### config.mk
export PLATFORM = sky130hd
export DESIGN_NAME = uart_rx_frame_ctrl
export DESIGN_NICKNAME = d
export VERILOG_FILES = /design/src/rtl/uart_rx_frame_ctrl.sv
export SDC_FILE = /design/constraint.sdc
export NUM_CORES = 1
export LEC_CHECK = 0
export CAP_MARGIN = 30
export CORE_MARGIN = 10
export CORE_UTILIZATION = 51
export DETAILED_ROUTE_END_ITERATION = 8
export GPL_ROUTABILITY_DRIVEN = 0
export PLACE_DENSITY_LB_ADDON = 0.1
export SETUP_SLACK_MARGIN = 0.3
export SLEW_MARGIN = 25
export SYNTH_ARGS = -nofsm -noshare
export SYNTH_HDL_FRONTEND = slang
export SYNTH_SLANG_ARGS = --single-unit
export TNS_END_PERCENT = 100
### constraint.sdc
create_clock -name CLK -period 3.4 [get_ports CLK]
set_input_delay 0.68 -clock CLK [delete_from_list [all_inputs] [get_ports CLK]]
set_output_delay 0.68 -clock CLK [all_outputs]
set_load 0.01 [all_outputs]
### src/rtl/uart_rx_frame_ctrl.sv
// uart_rx_frame_ctrl
// Frame controller for the UART receiver. It detects the start bit and runs
// the per-bit edge counter that drives the data sampler. It takes the
// sampler's majority-voted bit once per bit period, deserializes the data
// LSB-first, and checks the optional parity bit and the stop bit.
//
// Ports:
//   CLK          oversampling clock, rising edge
//   RST          asynchronous active-low reset
//   RX_IN        synchronized serial line, idles high
//   PAR_EN       frame carries a parity bit
//   PAR_TYP      0 = even parity, 1 = odd parity
//   prescale     oversampling ratio (8, 16 or 32)
//   sampled_bit  majority-voted bit from the data sampler
//   edge_cnt     edge index within the current bit, 0..prescale-1
//   data_samp_en sampler enable, high while a frame is in progress
//   P_DATA       last good received data word
//   data_valid   one-cycle pulse when P_DATA updates
//   par_err      one-cycle pulse, parity mismatch in the frame just ended
//   stp_err      one-cycle pulse, stop bit sampled as 0
module uart_rx_frame_ctrl #(
    parameter int PRESCALE_MAX = 32,
    parameter int DATA_WIDTH   = 8,
    localparam int W           = $clog2(PRESCALE_MAX) + 1
) (
    input  logic                  CLK,
    input  logic                  RST,
    input  logic                  RX_IN,
    input  logic                  PAR_EN,
    input  logic                  PAR_TYP,
    input  logic [W-1:0]          prescale,
    input  logic                  sampled_bit,
    output logic [W-1:0]          edge_cnt,
    output logic                  data_samp_en,
    output logic [DATA_WIDTH-1:0] P_DATA,
    output logic                  data_valid,
    output logic                  par_err,
    output logic                  stp_err
);

    localparam int BW = $clog2(DATA_WIDTH + 1);

    typedef enum logic [2:0] {
        IDLE,
        START,
        DATA,
        PARITY,
        STOP
    } state_t;

    state_t                state, state_nx;
    logic [W-1:0]          edge_nx;
    logic                  samp_en_nx;
    logic [DATA_WIDTH-1:0] shift_reg, shift_nx;
    logic [BW-1:0]         bit_cnt, bit_nx;
    logic [W-1:0]          ps_lat, ps_nx;
    logic                  par_en_lat, par_en_nx;
    logic                  par_typ_lat, par_typ_nx;
    logic                  par_flag, par_flag_nx;
    logic [DATA_WIDTH-1:0] p_data_nx;
    logic                  valid_nx, par_err_nx, stp_err_nx;
    logic                  eval;

    // Every piece of state, outputs included, is registered here so that
    // nothing the sampler or the parallel side sees comes from a comb path.
    always_ff @(posedge CLK or negedge RST) begin
        if (!RST) begin
            state        <= IDLE;
            edge_cnt     <= '0;
            data_samp_en <= 1'b0;
            shift_reg    <= '0;
            bit_cnt      <= '0;
            ps_lat       <= '0;
            par_en_lat   <= 1'b0;
            par_typ_lat  <= 1'b0;
            par_flag     <= 1'b0;
            P_DATA       <= '0;
            data_valid   <= 1'b0;
            par_err      <= 1'b0;
            stp_err      <= 1'b0;
        end else begin
            state        <= state_nx;
            edge_cnt     <= edge_nx;
            data_samp_en <= samp_en_nx;
            shift_reg    <= shift_nx;
            bit_cnt      <= bit_nx;
            ps_lat       <= ps_nx;
            par_en_lat   <= par_en_nx;
            par_typ_lat  <= par_typ_nx;
            par_flag     <= par_flag_nx;
            P_DATA       <= p_data_nx;
            data_valid   <= valid_nx;
            par_err      <= par_err_nx;
            stp_err      <= stp_err_nx;
        end
    end

    // The last edge of each bit period is the only point where sampled_bit
    // is consumed; the counter wraps there.
    assign eval = (edge_cnt == ps_lat - W'(1));

    always_comb begin
        state_nx    = state;
        edge_nx     = edge_cnt;
        samp_en_nx  = data_samp_en;
        shift_nx    = shift_reg;
        bit_nx      = bit_cnt;
        ps_nx       = ps_lat;
        par_en_nx   = par_en_lat;
        par_typ_nx  = par_typ_lat;
        par_flag_nx = par_flag;
        p_data_nx   = P_DATA;
        valid_nx    = 1'b0;
        par_err_nx  = 1'b0;
        stp_err_nx  = 1'b0;

        if (state != IDLE) begin
            edge_nx    = eval ? '0 : edge_cnt + W'(1);
            samp_en_nx = 1'b1;
        end

        case (state)
            IDLE: begin
                edge_nx    = '0;
                samp_en_nx = 1'b0;
                if (!RX_IN) begin
                    // Frame settings are frozen here so mid-frame changes
                    // on the inputs cannot corrupt the frame in progress.
                    state_nx    = START;
                    samp_en_nx  = 1'b1;
                    ps_nx       = prescale;
                    par_en_nx   = PAR_EN;
                    par_typ_nx  = PAR_TYP;
                    shift_nx    = '0;
                    bit_nx      = '0;
                    par_flag_nx = 1'b0;
                end
            end
            START: begin
                if (eval) begin
                    if (sampled_bit) begin
                        // Line came back high: treat as a glitch, stay silent.
                        state_nx   = IDLE;
                        edge_nx    = '0;
                        samp_en_nx = 1'b0;
                    end else begin
                        state_nx = DATA;
                        bit_nx   = '0;
                    end
                end
            end
            DATA: begin
                if (eval) begin
                    shift_nx = {sampled_bit, shift_reg[DATA_WIDTH-1:1]};
                    bit_nx   = bit_cnt + BW'(1);
                    if (bit_cnt == BW'(DATA_WIDTH - 1)) begin
                        state_nx = par_en_lat ? PARITY : STOP;
                    end
                end
            end
            PARITY: begin
                if (eval) begin
                    if (sampled_bit != ((^shift_reg) ^ par_typ_lat)) begin
                        par_flag_nx = 1'b1;
                    end
                    state_nx = STOP;
                end
            end
            STOP: begin
                if (eval) begin
                    state_nx   = IDLE;
                    edge_nx    = '0;
                    samp_en_nx = 1'b0;
                    if (!sampled_bit || par_flag) begin
                        par_err_nx = par_flag;
                        stp_err_nx = !sampled_bit;
                    end else begin
                        p_data_nx = shift_reg;
                        valid_nx  = 1'b1;
                    end
                end
            end
            default: begin
                state_nx   = IDLE;
                edge_nx    = '0;
                samp_en_nx = 1'b0;
            end
        endcase
    end

endmodule
* Yosys cells after proc, flatten, opt, wreduce, memory -nomap -nowiden
Cells that the tools add are included.
Storage, ports and cells: register bits 42
Cells by class: eq/ne operators 15, add/subtract/negate cells 3, multiplexer cells 42, bitwise gates (word level) 3, reduce and logical (&&, ||, !) cells 15
Operators with widths (number):
- 6-bit two-way mux | 5
- 3-bit two-way mux | 7
- 6-bit case mux with 3 select lines | 1
- 1-bit two-way mux | 17
- 4-bit two-way mux | 4
- 8-bit two-way mux | 2
- 2-bit inequality test, second input constant | 8
- 8-bit case mux with 2 select lines | 1
- 3-bit case mux with 5 select lines | 1
- 4-bit case mux with 3 select lines | 1
- 8-bit XOR reduction | 1
- 6-bit by 1-bit adder with 6-bit output, second input constant | 1
- 3-bit by 2-bit equality test with 1-bit output, second input constant | 2
- 6-bit equality test | 1
- 3-bit AND reduction | 2
- 6-bit AND reduction | 1
- 3-bit nonzero test | 2
- 6-bit by 1-bit subtractor with 6-bit output, second input constant | 1
- 5-bit AND reduction | 1
- 4-bit by 1-bit adder with 4-bit output, second input constant | 1
- 4-bit by 3-bit equality test with 1-bit output, second input constant | 1
- 1-bit case mux with 4 select lines | 1
- 4-bit AND reduction | 1
- 2-bit nonzero test | 2
- 12 further kinds | 13

* Depth between registers and ports, before layout
depth in word-level cells 7, mapped depth 9, mapped depth without buffers 7

* Worst setup path before layout
OpenSTA, ideal clock, no wires.
path kind reg-to-reg, start reg edge_cnt[3], end reg P_DATA[0], period minus slack after synthesis 2.380 ns, slack 1.020 ns, data arrival time 2.256 ns, stages on the path, launching flop included 7, cells stage by stage dfrtp_1 or2b_1 a2111oi_0 o311ai_1 buf_6 nor4_4 mux2_2
Between the ends: cells in the longest elaborated chain, start to end 2
Ends and longest elaborated chain:
- from (decl) | RTL line 33 | output logic [W-1:0] edge_cnt,
- from (signal assigned) | RTL line 83 | edge_cnt <= edge_nx;
- 6-bit equality test | RTL line 100 | assign eval = (edge_cnt == ps_lat - W'(1));
- 3-bit AND reduction (no line)
- to (signal assigned) | RTL line 91 | P_DATA <= p_data_nx;
- to (decl) | RTL line 35 | output logic [DATA_WIDTH-1:0] P_DATA,
No other way between the ends. A chain may end at the register's enable or synchronous reset.

* Worst setup path after layout
start reg edge_cnt[3], end reg P_DATA[5]
Same word-level chain as after synthesis.

==> flow_summary.yaml <==
synth:
  ys_types: 43
  synthCells: 190
  yosys_warnings: 0
  yosysMostFrequentCell: "dfrtp_1"
  syn_avg_cell_area_um2: 11.3
  yosysSeqAreaShare: 0.491
  synth_nets: 205
  synth_edf_count: 0
  synth-simple-area-share: 0.162
  synth_top_family_by_area: "simple AND/OR/NAND/NOR gates"
  synthMuxAreaShare: 0.125
  synth_top_area_cell: "dfrtp_1"
  synth_area_leaders: "dfrtp_1 49%, mux2_2 12%, xnor2_1 6.1%"
  synth_top_area_frac: 0.491
  yosys-top-cells-count: "42 x dfrtp_1, 22 x mux2_2, 15 x xnor2_1, 12 x nand2_1"
  async_flop_share: 1.00
  synthXorXnorAreaFrac: 0.0818
  synthAdderAreaFrac: 0.0175
  synth_compound_area_frac: 0.0864
  ys.flop_type: "dfrtp_1"
  synth_seq_cells: 42
  synth_area_mm2: 0.00214
cells_and_area:
  final_area_mm2: 0.00258
  area_growth_pct: 20.3
  post-route-util: 0.640
  multi_input_area_mm2: 0.00102
  n_fill_cell: 347
  fin_nets: 234
  seq_area_mm2: 0.00105
  final_layout_size_suffix_gt1_frac: 0.186
  diodes: 0
timing:
  finalHoldViolations: 0
  max_freq_mhz: 372
  finalCriticalPeriod_ns: 2.68
  fin_crit_sh: 0.790
  fin_tns_setup_ns: 0
  maxSlewHeadroom: 0.587
  layout_setup_ws_ns: 0.715
  rsz0062_at_grt: "false"
  setup_viol_count_final: 0
  slew_violations: 0
  finalClockSkew_ns: 0.00961
  tightest_slew_ns: 0.612
clock_network:
  cts_buffers: 5
  postCtsSetupBuffers: 0
  cts_hold_buf: 0
  cts_sinks: 42
  h-tree-depth: 2
  post_cts_resized: 0
  clockRootBuffer: "clkbuf_8"
  path_clk_slew_ns: 0.08
  clkLatencyLatePin_ns: 0.30
  tritoncts: "yes"
  cts.path.max_buffers: 2
drt:
  drt_iter0_markers: 146
  dr_total_vias: 1535
  wl_per_cell_um: 16.5
  drt-pass1-iter-count: 4
  ant_nets: 0
  drt-total-wl_um: 4450
  drc: 0
  via_per_inst: 5.69
global_routing:
  grt_pass1_wl_um: 7950
  antenna_found_initial: 0
  grt_usage: 0.132
  grt_pass1_vias: 1597
  gr-total-overflow: 0
  grt_max_degree: 43
critical_path:
  r2r_slack_ns: 0.72
  critPathRequiredTime_ns: 3.58
  worstRegToRegCells: 6
  startpoint_type: "flop"
  critical_path.endpoint: "P_DATA[5]$_DFFE_PN0P_"
  timing.rr.start: "edge_cnt[3]$_DFF_PN0_"
  crit_type: "flop to flop"
  crit_arrival_ns: 2.87
  rr_endpoint: "P_DATA[5]$_DFFE_PN0P_"
  crit_path_max_incr_delay_ns: 0.58
  crit_slowest_cell: "nor4_4"
  cp_cell_sequence: "or2b_1 -> a2111oi_0 -> o311ai_1 -> buf_4 -> nor4_4 -> mux2_2"
  path_max_fanout: 11
  crit_start: "edge_cnt[3]$_DFF_PN0_"
  cp-end-kind: "flop"
floorplan:
  start_util: 0.532
  die_area_mm2: 0.00719
  core-area_mm2: 0.00403
  die_w_um: 84.8
  rows: 23
  die_h_um: 84.8
  pin_count: 30
worst_hold_path:
  min_path_type: "input pin to async pin"
run_status:
  status: "complete, no violations"
pwr:
  max-vdd-ir-drop_mv: 0.346
  p_leak_nw: 1.11
  p_per_area_mw_per_mm2: 747
  fin_total_pwr_mw: 1.92
placed_design:
  place_ws_ns: 0.701
  numPortBuffers: 29
  placed_cell_area_mm2: 0.00247
  dp_hpwl_um: 3140
run:
  cap_violations: 0
==> cells in the final DEF, fill, tap and decap left out, types with 3 or more instances in the layout <==
| master | n |
|---|---|
| ha_1 | 3 |
| mux2_2 | 22 |
| a211oi_1 | 4 |
| nor2_1 | 10 |
| buf_4 | 4 |
| clkdlybuf4s50_1 | 28 |
| nor3_1 | 5 |
| clkbuf_8 | 5 |
| inv_1 | 7 |
| xnor2_1 | 15 |
| nor2b_1 | 10 |
| o211ai_1 | 3 |
| dfrtp_1 | 42 |
| and3_1 | 3 |
| xor2_1 | 5 |
| o21ai_0 | 5 |
| nand2_1 | 12 |
==> layout make-up <==
type	count	share of cell area
repair buffers	32	0.120
inverters	7	0.0102
clock inverters	3	0.0155
clock buffers	5	0.0267
well taps	50	0.0243
multi-input cells	131	0.395
flip-flops and latches	42	0.408
==> worst max-delay path, delay by kind of cell (launching register included) <==
kind / cells / cell delay, ns
and+or+nand+nor: 2 / 0.86
AOI/OAI and AO/OA: 2 / 0.63
DFF: 1 / 0.47
muxes: 1 / 0.40
buffers and inverters: 1 / 0.20
==> worst min path at each step <==
stage,from,endpoint
6_report,RST,edge_cnt[5]$_DFF_PN0_
3_5_place_dp,P_DATA[1]$_DFFE_PN0P_,P_DATA[1]$_DFFE_PN0P_
5_1_grt,RST,edge_cnt[5]$_DFF_PN0_
3_3_place_gp,P_DATA[3]$_DFFE_PN0P_,P_DATA[3]$_DFFE_PN0P_
4_1_cts,P_DATA[1]$_DFFE_PN0P_,P_DATA[1]$_DFFE_PN0P_
2_1_floorplan,RST,P_DATA[0]$_DFFE_PN0P_
==> cells by family after synthesis <==
| group | count (synthesis) |
|---|---|
| multiplexers | 24 |
| XOR/XNOR | 20 |
| adder cells (fa/ha/maj) | 3 |
| AO/OA/AOI/OAI | 25 |
| buffers and inverters | 17 |
| AND/OR/NAND/NOR | 59 |
| flip-flops | 42 |
==> per-layer routing <==
layer | GRT usage | wire length, µm
met1 | 0.163 | 1940
met2 | 0.209 | 2180
met3 | 0.0411 | 245
met4 | 0.0539 | 89
met5 | 0 | 0
==> per-stage QoR <==
stage | hold WS [ns] | instances
2_1_floorplan | 0.384 | 190
3_3_place_gp | 0.494 | 262
3_5_place_dp | 0.495 | 262
4_1_cts | 0.514 | 270
5_1_grt | 0.388 | 270
6_report | 0.354 | 270
==> where the power goes <==
group	leakage (nW)	internal [mW]	switching (mW)
logic	0.503	0.376	0.363
clock network	0.0579	0.216	0.176
registers	0.546	0.620	0.174
total	1.11	1.21	0.713
Note: power is estimated with default switching activity, not from simulation.
